===== config.mk =====
export PLATFORM = sky130hd
export DESIGN_NAME = bpf_bank_sequencer
export DESIGN_NICKNAME = d
export VERILOG_FILES = /design/src/rtl/bpf_pkg.sv /design/src/rtl/bpf_txn_watchdog.sv /design/src/rtl/bpf_bank_sequencer.sv
export SDC_FILE = /design/constraint.sdc
export NUM_CORES = 1
export LEC_CHECK = 0
export BUFFER_PORTS_ARGS = -buffer_cell sky130_fd_sc_hd__buf_2
export CAP_MARGIN = 20
export CORE_MARGIN = 10
export CORE_UTILIZATION = 25
export DETAILED_ROUTE_END_ITERATION = 12
export PLACE_DENSITY_LB_ADDON = 0.1
export SLEW_MARGIN = 20
export SYNTH_ARGS = -nofsm -noshare
export SYNTH_HDL_FRONTEND = slang
export SYNTH_SLANG_ARGS = --single-unit

===== constraint.sdc =====
create_clock -name clk -period 2.2 [get_ports clk]
set_input_delay 0 -clock clk [delete_from_list [all_inputs] [get_ports clk]]
set_output_delay 0 -clock clk [all_outputs]
set_load 0.005 [all_outputs]

===== src/rtl/bpf_pkg.sv =====
// Shared types and constants for the band-pass bank sequencer.
// Latency: n/a (package). Backpressure: n/a.
package bpf_pkg;

    typedef enum logic [1:0] {
        ST_IDLE   = 2'd0,
        ST_ISSUE  = 2'd1,
        ST_WAIT   = 2'd2,
        ST_FINISH = 2'd3
    } seq_state_t;

    localparam int NFILT_DEF   = 7;
    localparam int DW_DEF      = 27;
    localparam int OW_DEF      = 14;
    localparam int TIMEOUT_DEF = 64;

    localparam int IN_GUARD = 3;
    localparam int IN_FRAC  = 8;

    // Band output is taken just below the two guard bits of the engine result.
    localparam int OUT_SLICE_MSB = DW_DEF - 3;

    function automatic logic signed [DW_DEF-1:0] align_in(input logic signed [15:0] aud);
        return {{IN_GUARD{aud[15]}}, aud, {IN_FRAC{1'b0}}};
    endfunction

endpackage


===== src/rtl/bpf_txn_watchdog.sv =====
// Per-transaction timeout counter: cleared at issue, counts while waiting.
// Latency: expire is combinational on the count reaching TIMEOUT-1. Backpressure: none.
module bpf_txn_watchdog #(
    parameter int TIMEOUT = 64
) (
    input  logic clk,
    input  logic reset,
    input  logic clear,
    input  logic run,
    output logic expire
);

    localparam int CW = $clog2(TIMEOUT) + 1;

    logic [CW-1:0] cnt;

    assign expire = run && (cnt == CW'(TIMEOUT - 1));

    always_ff @(posedge clk) begin
        if (reset || clear) begin
            cnt <= '0;
        end else if (run && !expire) begin
            cnt <= cnt + 1'b1;
        end
    end

endmodule


===== src/rtl/bpf_bank_sequencer.sv =====
// Walks NFILT bands x 2 biquad sections through one shared SOS engine per sample.
// Latency: frame_valid 2*NFILT*(L+1)+1 cycles after the strobe. Backpressure: strobes while busy are dropped (overrun).
module bpf_bank_sequencer
    import bpf_pkg::*;
#(
    parameter int NFILT   = NFILT_DEF,
    parameter int DW      = DW_DEF,
    parameter int OW      = OW_DEF,
    parameter int TIMEOUT = TIMEOUT_DEF
) (
    input  logic                       clk,
    input  logic                       reset,
    input  logic                       enable,
    input  logic                       sample_stb,
    input  logic signed [15:0]         iAud,
    output logic                       eng_start,
    output logic [$clog2(NFILT)-1:0]   eng_filter,
    output logic                       eng_section,
    output logic signed [DW-1:0]       eng_in,
    input  logic                       eng_done,
    input  logic signed [DW-1:0]       eng_out,
    output logic [NFILT*OW-1:0]        oAud,
    output logic                       frame_valid,
    output logic                       busy,
    output logic                       overrun,
    output logic                       fault
);

    localparam int FW        = $clog2(NFILT);
    localparam int SLICE_MSB = OUT_SLICE_MSB + (DW - DW_DEF);

    seq_state_t state, state_nxt;

    logic signed [DW-1:0] x_reg;
    logic signed [DW-1:0] mid_reg;
    logic [FW-1:0]        filter;
    logic                 section;
    logic [OW-1:0]        band [NFILT];

    logic wd_clear;
    logic wd_run;
    logic wd_expire;
    logic last_filter;
    logic frame_start;
    logic sec_done;

    assign last_filter = (filter == FW'(NFILT - 1));
    assign frame_start = (state == ST_IDLE) && sample_stb && enable;
    assign sec_done    = (state == ST_WAIT) && eng_done;
    assign wd_run      = (state == ST_WAIT);

    assign busy        = (state != ST_IDLE);
    assign eng_filter  = filter;
    assign eng_section = section;
    assign eng_in      = section ? mid_reg : x_reg;

    bpf_txn_watchdog #(
        .TIMEOUT (TIMEOUT)
    ) u_watchdog (
        .clk    (clk),
        .reset  (reset),
        .clear  (wd_clear),
        .run    (wd_run),
        .expire (wd_expire)
    );

    always_ff @(posedge clk) begin
        if (reset) begin
            state <= ST_IDLE;
        end else begin
            state <= state_nxt;
        end
    end

    always_comb begin
        state_nxt   = state;
        eng_start   = 1'b0;
        frame_valid = 1'b0;
        wd_clear    = 1'b0;
        case (state)
            ST_IDLE: begin
                if (sample_stb && enable) begin
                    state_nxt = ST_ISSUE;
                end
            end
            ST_ISSUE: begin
                eng_start = 1'b1;
                wd_clear  = 1'b1;
                state_nxt = ST_WAIT;
            end
            ST_WAIT: begin
                // A done arriving on the last counted cycle beats the timeout.
                if (eng_done) begin
                    state_nxt = (section && last_filter) ? ST_FINISH : ST_ISSUE;
                end else if (wd_expire) begin
                    state_nxt = ST_IDLE;
                end
            end
            ST_FINISH: begin
                frame_valid = 1'b1;
                state_nxt   = ST_IDLE;
            end
            default: begin
                state_nxt = ST_IDLE;
            end
        endcase
    end

    always_ff @(posedge clk) begin
        if (reset) begin
            x_reg   <= '0;
            mid_reg <= '0;
            filter  <= '0;
            section <= 1'b0;
        end else if (frame_start) begin
            x_reg   <= DW'(align_in(iAud));
            filter  <= '0;
            section <= 1'b0;
        end else if (sec_done) begin
            if (!section) begin
                mid_reg <= eng_out;
                section <= 1'b1;
            end else if (!last_filter) begin
                filter  <= filter + 1'b1;
                section <= 1'b0;
            end
        end
    end

    always_ff @(posedge clk) begin
        if (reset) begin
            overrun <= 1'b0;
            fault   <= 1'b0;
        end else begin
            if (busy && sample_stb) begin
                overrun <= 1'b1;
            end
            if ((state == ST_WAIT) && !eng_done && wd_expire) begin
                fault <= 1'b1;
            end
        end
    end

    always_ff @(posedge clk) begin
        if (reset) begin
            for (int f = 0; f < NFILT; f++) begin
                band[f] <= '0;
            end
        end else if (sec_done && section) begin
            for (int f = 0; f < NFILT; f++) begin
                if (filter == FW'(f)) begin
                    band[f] <= eng_out[SLICE_MSB -: OW];
                end
            end
        end
    end

    always_comb begin
        oAud = '0;
        for (int f = 0; f < NFILT; f++) begin
            oAud[f*OW +: OW] = band[f];
        end
    end

endmodule


After elaboration in Yosys (flattened, before gate mapping):

Memory sizes are Yosys's and may differ from the RTL's.
Cells that the tools add are included.

* bits in writable memories: 98
* memories kept: 1
* logic and storage cells: 100
* input port bits: 48
* register bits after elaboration: 58

* reductions and logical operators: 21
* add/sub/neg operators: 2
* bitwise operators: 10
* muxes and demuxes: 46
* eq/ne operators: 12

Memory list
* band: depth 7, bits a word 14, rd ports 7, clocked after memory_dff 0, write ports 7, RTL line bpf_bank_sequencer.sv:38 `logic [OW-1:0] band [NFILT];`

Operators with widths (count)
* 14-bit two-way mux: 7
* 1-bit two-way mux: 33
* 27-bit two-way mux: 1
* 1-bit logical AND: 11
* 3-bit == test, second input constant: 3
* 2-bit two-way mux: 4
* 2-bit one-hot mux with 4 select lines: 1
* 7-bit by 1-bit adder with 7-bit output, second input constant: 1
* 7-bit by 6-bit == test with 1-bit output, second input constant: 1
* 1-bit bitwise OR: 7
* 3-bit by 2-bit == test with 1-bit output, second input constant: 2
* 3-bit AND reduction: 2
* 2-bit == test, second input constant: 2
* 3-bit by 1-bit adder with 3-bit output, second input constant: 1
* 3-bit by 1-bit == test with 1-bit output, second input constant: 1
* 3-bit logical NOT: 1
* 3-bit != test, second input constant: 1
* 1-bit NOT: 3
* 2-bit by 1-bit == test with 1-bit output, second input constant: 1
* 1-bit logical NOT: 2
* 2-bit logical NOT: 1
* 2-bit by 1-bit != test with 1-bit output, second input constant: 1
* 2-bit AND reduction: 1
* 2-bit nonzero test: 1
* 2 further kinds: 2

Longest topological paths before layout:

* word-level depth: 7
* mapped depth: 6
* depth with buffers taken out: 5

Hierarchy:

Synthesis repeated with hierarchy kept, for this count alone.

* cells, all modules: 548
* area, all modules: 6244.7 um^2

By module, submodules not included
* bpf_bank_sequencer: area an instance 5913.2 um^2, sequential area each 3963.8 um^2, cells an instance 511, instances 1
* bpf_txn_watchdog: area an instance 331.6 um^2, sequential area each 140.1 um^2, cells an instance 37, instances 1

Least setup slack after synthesis:

OpenSTA, ideal clock, no wires.

* kind: reg2reg
* start point: reg state[0]
* end point: mem band[5][0] (netlist bit), enable pin
* setup time: 0.361 ns
* cell stages (with the launch flop): 6
* data arrival time: 1.389 ns
* buffers on the path: 2
* data required time: 1.839 ns
* path slack: 0.450 ns
* path through: dfxtp_1 buf_6 and4b_4 nand3_4 buf_6 nand2_1

RTL lines
* start, declared: RTL line bpf_bank_sequencer.sv:32 `seq_state_t state, state_nxt;`
* start signal, assigned: RTL line bpf_bank_sequencer.sv:71 `state <= state_nxt;`
* end, declared: RTL line bpf_bank_sequencer.sv:38

==> impl_results.md <==
* Endpoint of the worst register-to-register path: band[0][8]
* DIE WIDTH at around 180 um
* Placed instance count at approximately 1.0k
* Lkg Pwr at ~3.5 nW
* Post-CTS setup buffers at 0
* Number of flip-flops in the largest register at 98
* Global-route wire length before repair at between 30,000 and 40,000 um
* CTS tree: yes
* Clock input transition at the sequential cells of the worst setup and hold paths at roughly 0.07 ns
* Relative slew slack at between 50% and 60%
* Total I/O pin count at between 150 and 200
* H-tree depth at 4
* Post-layout instance count excluding filler cells at ~1.1k
* Class of the tightest hold or removal check: primary input to flop
* Worst reg-to-reg path cell count at 3
* Number of hold-slack violations in the final timing report at 0
* Largest net degree at the start of global routing at 50
* DIE AREA at 0.0317 mm2
* Worst setup path endpoint: band[0][8]
* Per-cell routed wire length at 18.0 um
* Slack of the worst reg-to-reg path at ~0.39 ns
* Nets at between 800 and 900
* Share of post-route cells with drive strength above 1 at 32.5%
* Leading register cell type out of synthesis: edfxtp_1
* Total global routing track utilization at approximately an eighth
* Synth-to-Final Area Change at 35.9%
* Iteration-0 DRC count of the detailed router at 226
* Final Max Tran Viols at 0
* Num CTS Buffers at 17
* Antenna diode count at 0
* Status: finished clean
* Max Fanout on Critical Path at 15
* Number of distinct library cells after synthesis at 41
* Final GP Congestion at 0.779
* Number of enable flip-flop cells after synthesis at 98
* Post-layout minimum cycle time at approximately 1.8 ns
* Critical Path Source: eng_filter[2]
* Post-Route Skew at 0.0104 ns
* Yosys warns at 0
* Arrival time worst endpoint at between 1.5 and 2 ns
* Total length of routed wires at 20,200 um
* Reg-to-reg critical path startpoint: eng_filter[2]
* Kind of capture point of the worst setup path: flop
* Final critical-path share of the clock period at 82.3%
* Remaining Overflow, GRT at 0
* Sequential area share after synthesis at 65.7%
* Finish-stage setup viols at 0
* Initial antenna violation count at 0
* Count of buffers inserted at the top-level ports at 181
* Cell row count at 57
* Detailed placer's ending HPWL at 14,700 um
* Post-synthesis net count at 609
* Y dimension of the die at about 180 um
* Unrepaired setup endpoints after global routing: false
* Slew at the pin with the worst max-slew slack at 0.641 ns
* Via count of the first global-routing pass at approximately 5.0k
* Number of max-cap violations at 0
* Post-Route Hold Slack at approximately 0.091 ns
* Latest clock arrival within the worst-skew pair at roughly 0.43 ns
* Pwr per Cell Area at 778 mW/mm2
* DR pass1 iterations at 4
* VDD IR max at between 0.4 and 0.5 mV
* Kind of launch point of the worst setup path: flop
* Vias per std cell at roughly 4.3
* Detailed-route DRC error count at 0
* Critical Setup Path Class: flop to flop
* Fraction of registers with async set or reset after synthesis at 0%
* Sinks on the clock net at around 160
* Initial cell density of the core at between 20% and 30%
* Register bit count reported by yosys at between 150 and 200
* Area of the core at 0.0245 mm2
* Post-Synthesis Cell Area at 0.00624 mm2
* Syn Inst Count at between 500 and 600
* Top achievable clock speed at 552 MHz
* Total negative slack at 0 ns
* Clock root buffer: clkbuf_16
* Number of instances resized during post-cts repair at 0
* Routed via count at ~4.8k
* Count of antenna-violating nets left after detailed routing at 0
* Number of buffers on the longest clock path at 2
* Post-synthesis average cell area at approximately 11 um2
* Endpoint required time on the critical path at ~2.3 ns
repair_timing:
action / CTS / global route
hold buffers: 45 / 0
hold endpoints to repair: 45 / 0
endpoints found under the setup margin: 0 / 0
critical path, stage by stage (launching register included):
cell and delay [ns]:
dfxtp_1 0.36, and4bb_4 0.42, nand3_4 0.18, nand2_1 0.49
power breakdown:
part	internal, mW	leakage [nW]	switching [mW]	total (mW)
clock	1.52	0.278	1.36	2.87
sequential	3.20	1.47	0.0442	3.25
combinational	0.208	1.75	0.272	0.480
worst min path at each step:
| stage | start | to | slack, ns | depth (start not counted) |
|---|---|---|---|---|
| floorplan | eng_out[0] | mid_reg[0] | 0.14 | 2 |
| global placement | eng_out[3] | mid_reg[3] | 0.24 | 3 |
| finish | eng_done | state[0] | 0.09 | 4 |
| CTS | eng_done | state[0] | 0.08 | 4 |
| global route | eng_done | state[0] | 0.11 | 4 |
| detailed placement | iAud[4] | x_reg[12] | 0.25 | 3 |
metal layers:
layer	GRT usage [%]	share of wire [%]	vias up
li1	-	-	2337
met1	15.5	42	2312
met2	20.2	48	168
met3	4.42	7.8	22
met4	3.79	1.8	0
met5	0	0	-
cell type report:
type	instances	area (um2)
Inverter	20	75.1
Sequential cell	156	4100
Clock inverter	15	154
Clock buffer	17	425
Multi-Input combinational cell	344	1840
Tap cell	324	405
Fill cell	2542	16000
Timing Repair Buffer	243	1480
placed cells by master (no fill, tap or decap), types with 4 or more instances in the layout:
master / instances
nand3_1: 11
a21oi_1: 50
buf_2: 181
dlygate4sd3_1: 45
nand2_1: 120
buf_4: 17
inv_8: 6
nor2_1: 85
dfxtp_1: 58
and2_1: 11
ha_1: 6
inv_1: 20
edfxtp_1: 98
nand3_4: 5
nand2b_1: 4
clkbuf_16: 17
mux2_2: 15
metrics by stage:
stage	total power [mW]	setup WS (ns)	utilization [%]	cell area, um2
5_1_grt	6.86	0.262	34.7	8480
6_report	6.60	0.389	34.7	8480
3_3_place_gp	3.74	0.454	30.5	7450
4_1_cts	6.69	0.371	34.7	8480
2_1_floorplan	3.48	0.450	-	6240
3_5_place_dp	3.74	0.394	30.5	7450
Yosys cell counts, types with 2 or more instances:
cell type | instances | area [um2]
buf_6 | 9 | 101
inv_1 | 20 | 75.1
nand2b_1 | 4 | 25.0
mux2_2 | 15 | 169
and4bb_2 | 2 | 25.0
nand4bb_1 | 2 | 22.5
dfxtp_1 | 58 | 1160
nor2_1 | 85 | 319
and3b_1 | 2 | 17.5
nand3_1 | 11 | 55.1
buf_2 | 12 | 60.1
a41oi_1 | 2 | 17.5
nand3_4 | 5 | 87.6
nand4b_1 | 2 | 17.5
a31oi_1 | 3 | 18.8
clkbuf_1 | 7 | 26.3
and2_1 | 11 | 68.8
nand2_1 | 120 | 450
buf_4 | 3 | 22.5
ha_1 | 6 | 75.1
a21oi_1 | 50 | 250
clkbuf_2 | 3 | 15.0
mux2i_1 | 3 | 30.0
a211oi_1 | 3 | 22.5
or3_1 | 2 | 12.5
edfxtp_1 | 98 | 2940
o21ai_0 | 3 | 15.0
cell families (layout without fill, tap and decap cells):
group,Yosys count,in the layout,synth area share [%]
muxes,18,18,3.19
buffers and inverters,55,295,4.87
adders and majority gates,6,6,1.20
DFF,156,156,65.7
AOI/OAI and AO/OA,65,65,6.05
and+or+nand+nor,255,255,19.0
Power figures use the tool's default switching activity.
